<file path="config.mk">
export PLATFORM = sky130hd
export DESIGN_NAME = hazard_stall_controller
export DESIGN_NICKNAME = d
export VERILOG_FILES = /design/src/rtl/hazard_stall_controller.sv
export SDC_FILE = /design/constraint.sdc
export NUM_CORES = 1
export LEC_CHECK = 0
export ABC_AREA = 1
export CAP_MARGIN = 30
export CORE_UTILIZATION = 50
export DETAILED_ROUTE_END_ITERATION = 12
export DONT_BUFFER_PORTS = 1
export HOLD_SLACK_MARGIN = 0.08
export PLACE_DENSITY = 0.67
export SYNTH_ARGS = -nofsm -noshare
export SYNTH_HDL_FRONTEND = slang
export SYNTH_SLANG_ARGS = --single-unit
</file>
<file path="constraint.sdc">
create_clock -name Clk -period 5.9 [get_ports Clk]
set_clock_uncertainty 0.2 [all_clocks]
set_input_delay 1.475 -clock Clk [delete_from_list [all_inputs] [get_ports Clk]]
set_output_delay 1.475 -clock Clk [all_outputs]
set_load 0.05 [all_outputs]
</file>
<file path="src/rtl/hazard_stall_controller.sv">
// hazard_stall_controller
// Controls the PC and the IF/ID register from the ID stage. It detects load-use and
// branch-operand hazards, stalls PC and IF/ID, bubbles ID/EX, and flushes IF/ID when a
// branch is taken or a jump is in ID. It also keeps saturating stall and flush counters.
module hazard_stall_controller #(
   parameter int unsigned REG_W       = 5,
   parameter int unsigned BR_LOAD_CYC = 2,
   parameter int unsigned CNT_W       = 16
) (
   input  logic             Clk,
   input  logic             Reset,
   input  logic [REG_W-1:0] ID_Rs,
   input  logic [REG_W-1:0] ID_Rt,
   input  logic             ID_UsesRt,
   input  logic             ID_IsBranch,
   input  logic             ID_BranchTaken,
   input  logic             ID_Jump,
   input  logic             EX_MemRead,
   input  logic             EX_RegWrite,
   input  logic [REG_W-1:0] EX_Rd,
   input  logic             MEM_MemRead,
   input  logic [REG_W-1:0] MEM_Rd,
   output logic             PCWrite,
   output logic             IF_ID_Write,
   output logic             IF_ID_Flush,
   output logic             ID_EX_Bubble,
   output logic [CNT_W-1:0] StallCount,
   output logic [CNT_W-1:0] FlushCount
);

   localparam logic [1:0] LP_BR_LOAD_N = 2'(BR_LOAD_CYC);

   typedef enum logic {
      S_RUN,
      S_STALL
   } state_t;

   state_t           r_state;
   state_t           w_state_nxt;
   logic [1:0]       r_remain;
   logic [1:0]       w_remain_nxt;
   logic [CNT_W-1:0] r_stall_cnt;
   logic [CNT_W-1:0] r_flush_cnt;

   logic             w_match_ex;
   logic             w_match_mem;
   logic [1:0]       w_need;
   logic             w_stall_cyc;

   // Source-operand match against EX and MEM destinations; $0 never matches
   always_comb begin
      w_match_ex  = (EX_Rd != '0) &&
                    ((EX_Rd == ID_Rs) || (ID_UsesRt && (EX_Rd == ID_Rt)));
      w_match_mem = (MEM_Rd != '0) &&
                    ((MEM_Rd == ID_Rs) || (ID_UsesRt && (MEM_Rd == ID_Rt)));
   end

   // Stall cycles required by the instruction in ID; the largest need wins
   always_comb begin
      w_need = 2'd0;
      if (EX_MemRead && w_match_ex)
         w_need = 2'd1;
      if (ID_IsBranch && EX_RegWrite && !EX_MemRead && w_match_ex)
         w_need = 2'd1;
      if (ID_IsBranch && MEM_MemRead && w_match_mem)
         w_need = 2'd1;
      if (ID_IsBranch && EX_MemRead && w_match_ex && (LP_BR_LOAD_N > w_need))
         w_need = LP_BR_LOAD_N;
   end

   // Next-state and pipeline-control outputs; reset forces the stalled/bubbled values
   always_comb begin
      w_state_nxt  = r_state;
      w_remain_nxt = r_remain;
      w_stall_cyc  = 1'b0;
      PCWrite      = 1'b1;
      IF_ID_Write  = 1'b1;
      IF_ID_Flush  = 1'b0;
      ID_EX_Bubble = 1'b0;
      case (r_state)
         S_RUN: begin
            if (w_need != 2'd0) begin
               w_stall_cyc = 1'b1;
               if (w_need > 2'd1) begin
                  w_state_nxt  = S_STALL;
                  w_remain_nxt = w_need - 2'd1;
               end
            end else begin
               IF_ID_Flush = ID_Jump || (ID_IsBranch && ID_BranchTaken);
            end
         end
         S_STALL: begin
            w_stall_cyc = 1'b1;
            if (r_remain <= 2'd1) begin
               w_state_nxt  = S_RUN;
               w_remain_nxt = 2'd0;
            end else begin
               w_remain_nxt = r_remain - 2'd1;
            end
         end
         default: begin
            w_state_nxt  = S_RUN;
            w_remain_nxt = 2'd0;
         end
      endcase
      if (w_stall_cyc) begin
         PCWrite      = 1'b0;
         IF_ID_Write  = 1'b0;
         IF_ID_Flush  = 1'b0;
         ID_EX_Bubble = 1'b1;
      end
      if (Reset) begin
         PCWrite      = 1'b0;
         IF_ID_Write  = 1'b0;
         IF_ID_Flush  = 1'b0;
         ID_EX_Bubble = 1'b1;
      end
   end

   // State register and remaining-stall down-counter
   always_ff @(posedge Clk or posedge Reset) begin
      if (Reset) begin
         r_state  <= S_RUN;
         r_remain <= 2'd0;
      end else begin
         r_state  <= w_state_nxt;
         r_remain <= w_remain_nxt;
      end
   end

   // Saturating stall/flush event counters
   always_ff @(posedge Clk or posedge Reset) begin
      if (Reset) begin
         r_stall_cnt <= '0;
         r_flush_cnt <= '0;
      end else begin
         if (w_stall_cyc && (r_stall_cnt != '1))
            r_stall_cnt <= r_stall_cnt + 1'b1;
         if (IF_ID_Flush && (r_flush_cnt != '1))
            r_flush_cnt <= r_flush_cnt + 1'b1;
      end
   end

   assign StallCount = r_stall_cnt;
   assign FlushCount = r_flush_cnt;

endmodule

</file>
==> results of run 1 <==
[final timing paths]
path / depth (start not counted) / to / slack, ns
worst max-delay path: 4 / IF_ID_Flush / 1.29
worst min-delay path: 2 / r_remain[1] / 0.31
worst max register to register: 8 / StallCount[9] / 3.18
worst min register to register: 2 / r_remain[1] / 0.31
max in group asynchronous: 2 / FlushCount[2] / 4.18
min in group asynchronous: 2 / StallCount[2] / 0.98
[power groups by stage]
stage	Combinational (mW)	Clock (mW)	Sequential (mW)
floorplan	0.138	0	0.447
global placement	0.159	0	0.460
detailed placement	0.162	0	0.461
CTS	0.163	0.179	0.455
global route	0.190	0.189	0.464
finish	0.162	0.173	0.455
[worst max-delay path, delay by kind of cell]
family	cells	cell delay, ns
buffers and inverters	2	0.44
AND/OR/NAND/NOR	2	1.00
[flip-flops by register name (all words and copies together) (netlist names)]
name,count
r_state,1
r_remain,2
FlushCount,16
StallCount,16
[metal layers]
metal / share of wire / routed length (µm) / vias up / global-route usage
met1: 0.46 / 2500 / 979 / 0.266
li1: - / - / 1156 / -
met3: 0.059 / 321 / 15 / 0.0736
met4: 0.019 / 105 / 0 / 0.0806
met2: 0.47 / 2550 / 69 / 0.375
met5: 0 / 0 / - / 0
[metrics by stage]
stage | setup slack, ns | util | power [mW] | instances | area (µm²)
final | 1.29 | 0.552 | 0.790 | 439 | 2630
after global routing | 1.14 | 0.552 | 0.843 | 439 | 2630
after CTS | 1.23 | 0.552 | 0.798 | 439 | 2630
after detailed placement | 1.23 | 0.534 | 0.623 | 431 | 2540
after global placement | 1.24 | 0.534 | 0.619 | 431 | 2540
after floorplan | 0.519 | - | 0.585 | 368 | 2480
[Yosys cell counts, types with 2 or more instances]
cell,number,share of area
nand2_1,135,0.20
inv_1,42,0.064
nor4_1,3,0.0076
ha_1,2,0.010
nand2_2,2,0.0050
buf_2,3,0.0061
inv_2,3,0.0045
nand3_1,44,0.089
nor2_1,33,0.050
nor3_1,6,0.012
xnor2_1,12,0.042
o21ai_0,7,0.014
buf_4,2,0.0061
a21oi_1,3,0.0061
dfrtp_1,35,0.35
xor2_1,18,0.064
nor3_2,2,0.0081
nand4_1,8,0.020
[area by class of cell]
| class | count | area (µm²) | share of cell area |
|---|---|---|---|
| Sequential cell | 35 | 876 | 0.333 |
| Inverter | 45 | 169 | 0.0643 |
| Clock buffer | 6 | 72.6 | 0.0276 |
| Timing Repair Buffer | 3 | 22.5 | 0.00858 |
| Clock inverter | 2 | 12.5 | 0.00476 |
| Tap cell | 67 | 83.8 | 0.0319 |
| Multi-Input combinational cell | 281 | 1390 | 0.529 |
[logic make-up (layout without fill, tap and decap cells)]
kind of cell / Yosys count / in the layout / share of synthesized area
AOI/OAI and AO/OA: 11 / 11 / 0.0232
DFF: 35 / 35 / 0.353
buffers and inverters: 52 / 56 / 0.0863
xor gates and xnor gates: 30 / 30 / 0.106
adders and majority gates: 2 / 2 / 0.0101
and+or+nand+nor: 238 / 238 / 0.421
[layout by cell type (no fill, tap or decap)]
| cell | n |
|---|---|
| nand4_1 | 8 |
| xnor2_1 | 12 |
| buf_4 | 3 |
| nor4_1 | 3 |
| dfrtp_1 | 35 |
| o21ai_0 | 7 |
| nor2_4 | 1 |
| nand4_4 | 1 |
| xor2_1 | 18 |
| o211ai_1 | 1 |
| nor3_2 | 2 |
| ha_1 | 2 |
| clkbuf_8 | 5 |
| clkinvlp_4 | 1 |
| a21oi_1 | 3 |
| nor2_1 | 33 |
| inv_2 | 3 |
| clkbuf_1 | 1 |
| inv_1 | 42 |
| nand4_2 | 1 |
| nand2_1 | 135 |
| nand3_1 | 44 |
| clkinv_2 | 1 |
| nor3_1 | 6 |
| nand2_2 | 2 |
| nand3b_2 | 1 |
| nor2_2 | 1 |
==> metrics.yaml, run 1 <==
status: "complete, no violations"
drt_wl_total_um: 5480
pwr-share-clk: 0.219
startpoint: "Reset"
max_freq_ghz: 0.217
drt_iter0_drc: 171
clk_latency_ns: 0.30
max_stage_delay_ns: 0.50
p_comb_frac: 0.205
power.switching_mw: 0.374
finalSetupViolCount: 0
hold_path_class: "flop to flop"
grt_overflow: 0
hold_viol: 0
cts_buffers: 5
die_y_um: 72.4
cts-root-buf: "clkbuf_8"
tritoncts: "built"
cp_slowest_cell: "nand4_2"
tightest_slew_ns: 0.642
netlist_area_um2: 2480
n_fill_cell: 511
synth_edf_count: 0
core_area_um2: 4750
grt_usage: 0.223
syn_avg_cell_area_um2: 6.74
holdWs_ns: 0.306
cap_viol_max_count: 0
wl_per_cell_um: 12.5
viasPerCell: 5.05
grt_max_degree: 38
p_leak_nw: 1.35
ys_types: 26
ys_ff_latch: 35
power.density_nw_per_um2: 301
rows: 25
cts_hold_buf: 0
yosys_warnings: 0
synthFlopType: "dfrtp_1"
grt_pass1_wl_um: 9090
vias: 2219
die_area_um2: 5250
io_pins: 65
nets: 402
netSwitchingFraction: 0.473
areaGrowthSynthToFinish_pct: 5.90
initial_core_util: 0.522
slew-limit-headroom: 0.572
place.gp.congestion: 0.866
ys_seq_area_frac: 0.353
fin_crit_sh: 0.782
n_antenna_cell: 0
seq_power_share: 0.576
cts_buffer_depth: 2
cp_max_fo: 37
layout-drive-gt1-share: 0.0591
path_class: "primary input to output pin"
drc: 0
post_cts_resized: 0
dp_hpwl_um: 4060
peakVddDrop_v: 0.000163
antenna_left: 0
cp_data_arrival_time_ns: 2.94
rsz0062_at_grt: "no"
die_w_um: 72.4
io_buffers: 0
start_kind: "primary input"
post_cts_buffers: 0
drv_slew: 0
grt_pass1_vias: 2077
synth_cells: 368
internal_power_mw: 0.416
r2r-start: "StallCount[0]"
hp-start: "r_remain[0]"
cts-htree-levels: 2
cp.required_ns: 4.22
first_pass_iters: 4
clk_pin_slew_ns: 0.07
async_flop_share: 1.00
syn_nets: 399
period_minus_slack_ns: 4.61
cts_num_sinks: 35
antenna_found_initial: 0
path_cells: "inv_1 -> buf_4 -> nand4_2 -> nor2_4"
tns_ns: 0
endpoint_kind: "output pin"
No activity file was read; power rests on OpenSTA's default activity.
==> inputs of run 2 (changes only) <==
- PLACE_DENSITY: 0.67 -> 0.7
- clock period: 5.9 -> 4.2 ns (I/O delays scaled with it)
==> run 2 against run 1 <==
Effect of this change:
- highest routed layer unchanged
- sequential share of layout area down 0.49 points
- register-to-register slack worse by 1.7 ns
- global-route usage is 0.51 points lower
- clock-buffer cell count rose by 2
- critical path type unchanged
- combinational power is 41% higher
- sequential cell count unchanged
- sequential power increased by 41%
==> metrics.yaml, run 2 (synthesized netlist as in run 1, its figures left out) <==
grt_overflow: 0  # unchanged
drv_slew: 0  # unchanged
slew-limit-headroom: 0.571  # was 0.572
cp_data_arrival_time_ns: 2.06  # was 2.94 ns
io_pins: 65  # unchanged
place.gp.congestion: 0.916  # was 0.866
antenna_found_initial: 0  # unchanged
rows: 25  # unchanged
nets: 403  # was 402
dpl-instance-area_um2: 2560  # was 2540 µm²
layout_common_cells: "nand2_1, nand3_1, inv_1, dfrtp_1, nor2_1"  # unchanged
max_stage_delay_ns: 0.35  # was 0.50 ns
vias: 2235  # was 2219
post_cts_resized: 0  # unchanged
path_buf_inv: 1  # was 2
drt_wl_total_um: 5380  # was 5480 µm
finalSetupViolCount: 0  # unchanged
grt_pass1_vias: 2122  # was 2077
die_area_um2: 5250  # unchanged
use_met3: 0.0861  # was 0.0736
clk_latency_ns: 0.29  # was 0.30 ns
power.density_nw_per_um2: 428  # was 301 nW/µm²
grt_max_degree: 37  # was 38
path_class: "primary input to output pin"  # unchanged
cts-htree-levels: 2  # unchanged
cts-root-buf: "clkbuf_8"  # unchanged
viasPerCell: 5.08  # was 5.05
antenna_left: 0  # unchanged
cp_max_fo: 3  # was 37
use_met2: 0.382  # was 0.375
n_antenna_cell: 0  # unchanged
path_common_cell: "nand2_1"
grt_use_met1: 0.240  # was 0.266
busiest_layer: "met2"  # unchanged
endpoint_kind: "output pin"  # unchanged
initial_core_util: 0.522  # unchanged
cts_buffer_depth: 2  # unchanged
clk_pin_slew_ns: 0.07  # about the same
grt_pass1_wl_um: 8980  # was 9090 µm
cp_slowest_cell: "nor2_4"  # was nand4_2
io_buffers: 0  # unchanged
cts_hold_buf: 0  # unchanged
peakVddDrop_v: 0.000288  # was 0.000163 V
layout-drive-gt1-share: 0.0643  # was 0.0591
drt_iter0_drc: 145  # was 171
tns_ns: 0  # unchanged
path_cells: "inv_1 -> nand2_1 -> nand2_1 -> nor2_1 -> nand3_1 -> nand2_1 -> nand2_1 -> nand4_2 -> nor2_4"  # was inv_1 -> buf_4 -> nand4_2 -> nor2_4
core_area_um2: 4750  # unchanged
cp.required_ns: 2.95  # was 4.22 ns
p_leak_nw: 1.36  # was 1.35 nW
cap_viol_max_count: 0  # unchanged
post_cts_buffers: 0  # unchanged
final_area_um2: 2670  # was 2630 µm²
final_common_cell: "nand2_1"  # unchanged
crit_family: "simple AND/OR/NAND/NOR gates"  # unchanged
first_pass_iters: 4  # unchanged
hold_viol: 0  # unchanged
die_y_um: 72.4  # unchanged
max_freq_ghz: 0.302
tritoncts: "built"  # unchanged
hold_path_class: "flop to flop"  # unchanged
tightest_slew_ns: 0.643  # was 0.642 ns
status: "complete, no violations"  # unchanged
start_kind: "primary input"  # unchanged
cts_num_sinks: 35  # unchanged
areaGrowthSynthToFinish_pct: 7.47  # was 5.90%
dp_hpwl_um: 4110  # was 4060 µm
drc: 0  # unchanged
cts_buffers: 5  # unchanged
grt_usage: 0.218  # was 0.223
die_w_um: 72.4  # unchanged
rsz0062_at_grt: "no"  # unchanged
period_minus_slack_ns: 3.31
fin_crit_sh: 0.788
wl_per_cell_um: 12.2  # was 12.5 µm
## run 2: cell types whose count changed in the layout (fill, tap and decap cells not counted), sizes merged
| cell | before | now |
|---|---|---|
| inv | 45 | 44 |
| clkbuf | 6 | 8 |
| buf | 3 | 4 |
| clkinv | 1 | 0 |
## run 2: final timing paths
path	from	to	slack (ns)	depth (start not counted)
setup / recovery	MEM_Rd[1]	IF_ID_Flush	0.89	9
hold reg to reg	r_remain[1]	r_remain[1]	0.32	2
min in group asynchronous	Reset	FlushCount[15]	0.58	2
max in group asynchronous	Reset	FlushCount[3]	2.89	2
setup reg to reg	StallCount[0]	StallCount[9]	1.46	8
hold / removal	r_remain[1]	r_remain[1]	0.32	2
## run 2: routing by layer
metal,vias up,share of wire
met5,-,0
met4,0,0.011
met3,7,0.065
met2,55,0.49
met1,1011,0.44
li1,1162,-
## run 2: power breakdown
group          internal (mW)  total, mW  switching (mW)
Combinational         0.0849      0.229           0.144
Clock                  0.150      0.271           0.122
Sequential             0.386      0.642           0.255
## run 2: final cells by class
class                           instances  area, µm²
Sequential cell                        35        876
Inverter                               45        173
Clock buffer                            8        100
Fill cell                             474       2090
Tap cell                               67       83.8
Timing Repair Buffer                    4       42.5
Multi-Input combinational cell        281       1390
## run 2: worst register-to-register path, cell delays in order, from the launching register on
cell and delay [ns]:
dfrtp_1 0.76, ha_1 0.31, nand3_1 0.12, inv_1 0.16, nand4_1 0.43, nand2_2 0.46
nor2_1 0.07, nand2_1 0.07, nand2_1 0.05
## run 2: metrics by stage
step           utilization  power [mW]  instances  setup WS (ns)  hold WS (ns)
4_1_cts              0.561        1.15        440          0.888         0.323
6_report             0.561        1.14        440          0.890         0.318
5_1_grt              0.561        1.22        440          0.774         0.332
3_5_place_dp         0.539       0.880        432          0.891         0.308
2_1_floorplan            -       0.823        368          0.176         0.272
3_3_place_gp         0.539       0.872        432          0.890         0.288
